<file path="config.mk">
export PLATFORM = sky130hd
export DESIGN_NAME = free_list_flat
export DESIGN_NICKNAME = d
export VERILOG_FILES = /design/src/rtl/free_list_pkg.sv /design/src/rtl/free_list_if.sv /design/src/rtl/free_list.sv /design/src/flat_wrapper.sv
export SDC_FILE = /design/constraint.sdc
export NUM_CORES = 1
export LEC_CHECK = 0
export CORE_MARGIN = 2
export CORE_UTILIZATION = 50
export DETAILED_ROUTE_END_ITERATION = 8
export PLACE_DENSITY = 0.65
export REMOVE_ABC_BUFFERS = 1
export SLEW_MARGIN = 20
export SYNTH_ARGS = -nofsm -noshare
export SYNTH_HDL_FRONTEND = slang
export SYNTH_SLANG_ARGS = --single-unit
</file>
<file path="constraint.sdc">
create_clock -name clk -period 2.43 [get_ports clk]
set_clock_uncertainty 0.15 [all_clocks]
set_input_delay 0.3645 -clock clk [delete_from_list [all_inputs] [get_ports clk]]
set_output_delay 0.3645 -clock clk [all_outputs]
set_load 0.02 [all_outputs]
</file>
<file path="src/rtl/free_list_pkg.sv">
// rtl/free_list_pkg.sv - shared sizes and types for the physical register free list
package free_list_pkg;

   localparam int NUM_PREGS = 64;
   localparam int NUM_AREGS = 32;
   localparam int DEPTH     = NUM_PREGS - NUM_AREGS;

   // physical register index
   typedef logic [$clog2(NUM_PREGS)-1:0] phys_reg_t;

   // FIFO pointer: index bits plus one wrap bit
   typedef logic [$clog2(DEPTH):0] ptr_t;

   // free entry count spans 0..DEPTH, so it shares the pointer width
   typedef ptr_t count_t;

endpackage

</file>
<file path="src/rtl/free_list_if.sv">
// rtl/free_list_if.sv - rename/commit side signals of the free list
interface free_list_if;
   import free_list_pkg::*;

   logic      alloc_req;
   logic      alloc_valid;
   phys_reg_t alloc_pd;
   logic      free_we;
   phys_reg_t free_pd;
   logic      commit_alloc;
   logic      flush;
   logic      empty;
   count_t    free_count;

   // pipeline side: requests, returns registers, reports commits and flushes
   modport master (
      output alloc_req, free_we, free_pd, commit_alloc, flush,
      input  alloc_valid, alloc_pd, empty, free_count
   );

   // free list side
   modport slave (
      input  alloc_req, free_we, free_pd, commit_alloc, flush,
      output alloc_valid, alloc_pd, empty, free_count
   );

endinterface

</file>
<file path="src/rtl/free_list.sv">
// rtl/free_list.sv - physical register free list FIFO; flush recovery under FREE_LIST_FLUSH_RECOVERY_EN
module free_list
   import free_list_pkg::*;
#(
   parameter int NUM_PREGS = free_list_pkg::NUM_PREGS,
   parameter int NUM_AREGS = free_list_pkg::NUM_AREGS
) (
   input logic        clk,
   input logic        rst,
   free_list_if.slave bus
);

   // DEPTH must be a power of two so the pointers wrap by plain overflow
   localparam int DEPTH = NUM_PREGS - NUM_AREGS;
   localparam int IW    = $clog2(DEPTH);
   localparam int PW    = $clog2(NUM_PREGS);

   typedef logic [IW:0]   lptr_t;
   typedef logic [PW-1:0] preg_t;

   preg_t entries [DEPTH];
   lptr_t head;
   lptr_t tail;
   lptr_t head_nxt;
   logic  is_empty;
   logic  is_full;
   logic  pop;
   logic  push;
   logic  flush_now;

   assign is_empty = (head == tail);
   assign is_full  = (head[IW-1:0] == tail[IW-1:0]) && (head[IW] != tail[IW]);

   // head entry is presented without latency; a freed register is never bypassed to it
   assign bus.alloc_valid = !is_empty;
   assign bus.empty       = is_empty;
   assign bus.alloc_pd    = entries[head[IW-1:0]];
   assign bus.free_count  = tail - head;

   assign pop  = bus.alloc_req && !is_empty && !flush_now;
   assign push = bus.free_we && (bus.free_pd != '0) && (!is_full || pop);

`ifdef FREE_LIST_FLUSH_RECOVERY_EN
   lptr_t commit_head;
   lptr_t commit_head_nxt;

   assign flush_now = bus.flush;

   // committed head trails head and is clamped so it never overtakes it
   always_comb begin
      commit_head_nxt = commit_head;
      if (bus.commit_alloc && (commit_head != head)) begin
         commit_head_nxt = commit_head + lptr_t'(1);
      end
   end

   // committed head register
   always_ff @(posedge clk) begin
      if (rst) begin
         commit_head <= '0;
      end else begin
         commit_head <= commit_head_nxt;
      end
   end

   // flush rewinds head to the committed point, otherwise a granted alloc advances it
   always_comb begin
      head_nxt = head;
      if (flush_now) begin
         head_nxt = commit_head_nxt;
      end else if (pop) begin
         head_nxt = head + lptr_t'(1);
      end
   end
`else
   logic unused_recovery;

   assign flush_now       = 1'b0;
   assign unused_recovery = bus.flush | bus.commit_alloc;

   // head advances only on a granted alloc
   always_comb begin
      head_nxt = head;
      if (pop) begin
         head_nxt = head + lptr_t'(1);
      end
   end
`endif

   // pointers and storage; reset loads NUM_AREGS.. as a full list
   always_ff @(posedge clk) begin
      if (rst) begin
         head <= '0;
         tail <= lptr_t'(DEPTH);
         for (int i = 0; i < DEPTH; i++) begin
            entries[i] <= preg_t'(NUM_AREGS + i);
         end
      end else begin
         head <= head_nxt;
         if (push) begin
            entries[tail[IW-1:0]] <= bus.free_pd;
            tail                  <= tail + lptr_t'(1);
         end
      end
   end

   // a return into a full list with no simultaneous alloc would lose a register
   always_ff @(posedge clk) begin
      if (!rst) begin
         assert (!(bus.free_we && (bus.free_pd != '0) && is_full && !pop));
      end
   end

endmodule

</file>
<file path="src/flat_wrapper.sv">
// flat-port wrapper written by rule: the top's interface ports become plain ports
module free_list_flat import free_list_pkg::*;
#(
   parameter int NUM_PREGS = free_list_pkg::NUM_PREGS,
   parameter int NUM_AREGS = free_list_pkg::NUM_AREGS
)
  (clk, rst, bus_alloc_req, bus_free_we, bus_free_pd, bus_commit_alloc, bus_flush, bus_alloc_valid, bus_alloc_pd, bus_empty, bus_free_count);
  free_list_if bus_i ();
  input logic clk;
  input logic rst;
  input wire logic [$bits(bus_i.alloc_req)-1:0] bus_alloc_req;
  input wire logic [$bits(bus_i.free_we)-1:0] bus_free_we;
  input wire logic [$bits(bus_i.free_pd)-1:0] bus_free_pd;
  input wire logic [$bits(bus_i.commit_alloc)-1:0] bus_commit_alloc;
  input wire logic [$bits(bus_i.flush)-1:0] bus_flush;
  output wire logic [$bits(bus_i.alloc_valid)-1:0] bus_alloc_valid;
  output wire logic [$bits(bus_i.alloc_pd)-1:0] bus_alloc_pd;
  output wire logic [$bits(bus_i.empty)-1:0] bus_empty;
  output wire logic [$bits(bus_i.free_count)-1:0] bus_free_count;
  assign bus_i.alloc_req = bus_alloc_req;
  assign bus_i.free_we = bus_free_we;
  assign bus_i.free_pd = bus_free_pd;
  assign bus_i.commit_alloc = bus_commit_alloc;
  assign bus_i.flush = bus_flush;
  assign bus_alloc_valid = bus_i.alloc_valid;
  assign bus_alloc_pd = bus_i.alloc_pd;
  assign bus_empty = bus_i.empty;
  assign bus_free_count = bus_i.free_count;
  free_list #(.NUM_PREGS(NUM_PREGS), .NUM_AREGS(NUM_AREGS)) u_core (.clk(clk), .rst(rst), .bus(bus_i));
endmodule
</file>
==> run summary <==
Power density over the cells: 693.0 nW/um^2. The total count of hold-check failures in the final report is 0, and the portion of the post-synthesis area used by sequential elements is 63.07%. Counting tap cells, the placed design contains a total of 1107 instances. For this run, design rule violations remaining after detail routing come to 0.

The layer flagged by global routing as most heavily used is met2. Final period utilization: 116.2%. The number of standard cells in the layout, taps in and fillers out was 1163; the count of inserted antenna diode cells was 0. After global routing the overflow that remains totals 0. The synthesis-to-finish area growth works out to 30.27%. TritonCTS created 23 clock buffers. Of all cell types, the one taking the most synthesized area is sky130_fd_sc_hd__edfxtp_1. The final reports fail on negative setup slack.

The tools report the clock tree root buffer cell as sky130_fd_sc_hd__clkbuf_16. STA classifies the critical path endpoint as an output pin. The number of pins with negative max-slew slack in the final report was 0. Synthesis inferred 209 register bits.

The die is 143.1 um tall. Synthesis instantiated 43 different standard cells from the library. At the worst endpoint, the arrival time is 2.31 ns.

The number of antenna violations at the first check in global routing was 0. Dividing the detail-routed wire length by the instance count gives 22.82 um. The number of I/O port buffers is 23, and the slew at the pin closest to its max-slew limit is 0.6872 ns. After clock tree synthesis, the clock-pin slew on the worst setup and hold paths is 0.06 ns. For this run, global-route usage on met1 was measured as 33.76%. The residual antenna-violating net count after detailed routing is 0, and the pin count of the biggest net entering global routing is 24. The logs give 5 for the detailed-router iteration count before antenna repair and 910 for the net count reported at finish.

On the critical path, the stage with the largest delay is an instance of sky130_fd_sc_hd__dfxtp_4. The path type of the worst min-delay path is register to register. Counting every instance in the synthesized netlist gives 748. The number of cell rows was 50.

For the overall die area, the log shows 20490 sq um. The mean cell area of the mapped netlist works out to 12.94 sq um. The synthesized netlist occupies a cell area of 9681 sq um. The timing-limited maximum frequency was 354.0 MHz.

By instance count, the cell type seen most on the critical path is sky130_fd_sc_hd__buf_4. TritonCTS built the clock tree. The fraction of layout instances using a drive strength above 1 was 36.21%.

Headroom to the max-slew limit came out at 54.06%. For this run, asynchronously set or reset flops after synthesis account for 0%. Using the TritonRoute via totals, the vias-per-cell ratio works out to 6.004. The die width is 143.1 um.

The run finished, with violations left. The classification of the worst setup path was register to output pin. The top cell type by area accounts for 59.56% of the synthesized area.

26 I/O pins were placed. For this run, the number of Yosys warnings is 0. The number of H-tree branching levels was 1. VDD sags by at most 594.5 uV. The logs give 8.739 mW for the total power of the final layout and 209 for the clock sink total. For met2 alone, demand over resource in global routing was 43.87%. Wire length of the first global-routing pass: 39.94 mm. The count of vias placed by the detailed router was 6983. For the via count of the first global-routing pass, the log shows 7093.

The worst setup path is launched from a register. For the last weighted congestion value of the routability-driven placer, the log shows 0.8674. Along the worst path, the maximum fanout reaches 8. After synthesis, the cell types taking the most area are sky130_fd_sc_hd__edfxtp_1, sky130_fd_sc_hd__mux4_2, sky130_fd_sc_hd__nand2_1, sky130_fd_sc_hd__nor2_1, sky130_fd_sc_hd__dfxtp_1. The largest stage delay on the critical path is 0.51 ns. The logs give 3.971 nW for the static power due to leakage and 26.19% for the global router's overall resource usage. Setup violations remaining at the end of the flow were counted as 11. The floorplan step defined a core boundary enclosing 18830 sq um. Walking the worst path, the cells encountered are buf_12 > mux4_2 > o22ai_2 > buf_4 > nor4_4 > buf_4.

The shortest period the worst path allows was 2.824 ns; the critical path required time was 1.92 ns. After detailed routing, the total wire length is 26.55 mm. Setup repair after global routing could not meet its margin everywhere. The number of synthesized flops with an enable pin was 192. For this run, the leading register cell type out of synthesis is sky130_fd_sc_hd__edfxtp_1.

Max-cap violations in this run came to 0. The met3 layer usage reported by global route is 5.835%, and the maximum clock insertion buffer count is 3. In this run, the number of DRC markers left after iteration 0 of detailed routing was 747. The HPWL after detailed placement is 18.45 mm. The initial utilization of the core area, before any placement, comes to 51.41%. The run gives -0.3945 ns as the least setup slack across all paths after layout. At the later pin of the worst-skew pair, clock insertion delay measures 0.51 ns.
==> Yosys cell counts (all sizes together), types with 2 or more instances <==
cell type	count
o31ai	5
nor2b	2
o311ai	2
mux4	48
or3b	2
dfxtp	17
nor3	5
clkbuf	28
nand3b	3
nand4	7
and4	5
buf	30
edfxtp	192
nor4	7
or4	4
o21ai	34
xor2	3
xnor2	5
nand2	129
inv	14
and3	19
a21oi	7
or3	15
ha	10
o21a	2
nor2	108
a31oi	2
nand3	12
o22ai	24
==> per-stage QoR <==
stage                     setup TNS [ns]  worst slack, ns  util, %  hold slack [ns]  instance area (sq um)
final                             -2.614          -0.3945    66.97           0.4109                  12610
after global routing              -4.456          -0.4375    66.97           0.4415                  12610
after CTS                         -2.569          -0.4300    64.98           0.4124                  12240
after detailed placement         -136.91          -0.4372    58.89           0.3999                  11090
after global placement           -119.62          -0.3914    58.89           0.3728                  11090
after floorplan                  -136.72           -1.459        -           0.2836                   9373
==> cells by family after synthesis <==
logic type | after synthesis | synth area share, %
AND/OR/NAND/NOR | 318 | 14.73
flip-flops | 209 | 63.07
AO/OA/AOI/OAI | 81 | 4.976
buffers and inverters | 72 | 3.722
multiplexers | 49 | 11.27
adder cells (fa/ha/maj) | 11 | 1.499
XOR/XNOR | 8 | 0.7238
==> worst paths after layout <==
path / end / cells after the start / slack [ns] / start
worst min register to register: u_core.head[5]$_SDFFE_PP0N_ / 2 / 0.41 / u_core.head[5]$_SDFFE_PP0N_
worst max register to register: u_core.entries[28][1]$_SDFFCE_PN0P_ / 11 / -0.03 / u_core.head[1]$_SDFFE_PP0N_
worst max-delay path: bus_alloc_pd[4] / 6 / -0.39 / register
worst min-delay path: u_core.head[5]$_SDFFE_PP0N_ / 2 / 0.41 / u_core.head[5]$_SDFFE_PP0N_
==> flip-flops by register name (all words and copies together), names as in the netlist, named ones only <==
register and cells:
u_core.tail 6, u_core.head 6, u_core.entries 192
==> layout make-up <==
cell class	count	area, sq um
repair buffers	172	1633
fillers	1294	6220
multi-input cells	467	3680
clock inverters	15	210.2
flip-flops and latches	209	6121
clock buffers	26	586.8
well taps	260	325.3
inverters	14	55.05
==> layer usage <==
| metal | vias up | routed length [um] |
|---|---|---|
| li1 | 3076 | - |
| met1 | 3468 | 9715 |
| met2 | 371 | 12810 |
| met3 | 68 | 2927 |
| met4 | 0 | 1092 |
| met5 | - | 0 |
==> layout by cell type (no fill, tap or decap), types with 4 or more instances in the layout <==
cell / count
sky130_fd_sc_hd__nand2_1: 128
sky130_fd_sc_hd__o31ai_1: 5
sky130_fd_sc_hd__nor4_2: 4
sky130_fd_sc_hd__ha_4: 4
sky130_fd_sc_hd__a21oi_1: 6
sky130_fd_sc_hd__o21ai_1: 6
sky130_fd_sc_hd__o21ai_4: 6
sky130_fd_sc_hd__ha_1: 6
sky130_fd_sc_hd__o22ai_4: 6
sky130_fd_sc_hd__bufinv_16: 5
sky130_fd_sc_hd__xnor2_1: 5
sky130_fd_sc_hd__inv_1: 10
sky130_fd_sc_hd__nand3_1: 12
sky130_fd_sc_hd__and3_1: 19
sky130_fd_sc_hd__nor2_1: 105
sky130_fd_sc_hd__o21ai_2: 16
sky130_fd_sc_hd__o21ai_0: 6
sky130_fd_sc_hd__dfxtp_2: 6
sky130_fd_sc_hd__buf_4: 105
sky130_fd_sc_hd__buf_2: 7
sky130_fd_sc_hd__edfxtp_1: 192
sky130_fd_sc_hd__buf_6: 32
sky130_fd_sc_hd__nor3_1: 4
sky130_fd_sc_hd__nand4_1: 4
sky130_fd_sc_hd__clkinv_1: 5
sky130_fd_sc_hd__dfxtp_1: 9
sky130_fd_sc_hd__or3_1: 15
sky130_fd_sc_hd__mux4_2: 48
sky130_fd_sc_hd__buf_12: 14
sky130_fd_sc_hd__clkbuf_16: 24
sky130_fd_sc_hd__o22ai_2: 15
sky130_fd_sc_hd__clkdlybuf4s50_1: 9
==> worst max-delay path, delay by kind of cell (launching register included) <==
kind	cells	cell delay [ns]
compound gates	1	0.23
buf+inv	3	0.49
flops	1	0.51
mux	1	0.51
simple gates	1	0.04
==> repair_timing <==
action	4_1_cts	5_1_grt
endpoints found under the hold margin	0	0
setup buffers	7	14
gates cloned	3	2
gates resized for setup	109	119
pin swaps	6	17
hold buffers	0	0
endpoints found under the setup margin	135	247
==> where the power goes <==
group | switching (mW) | internal (mW) | total, mW | leakage (nW)
clock network | 1.38 | 2.27 | 3.64 | 0.380
logic | 0.556 | 0.515 | 1.07 | 1.86
registers | 0.0426 | 3.98 | 4.02 | 1.73
Power figures use the tool's default switching activity.
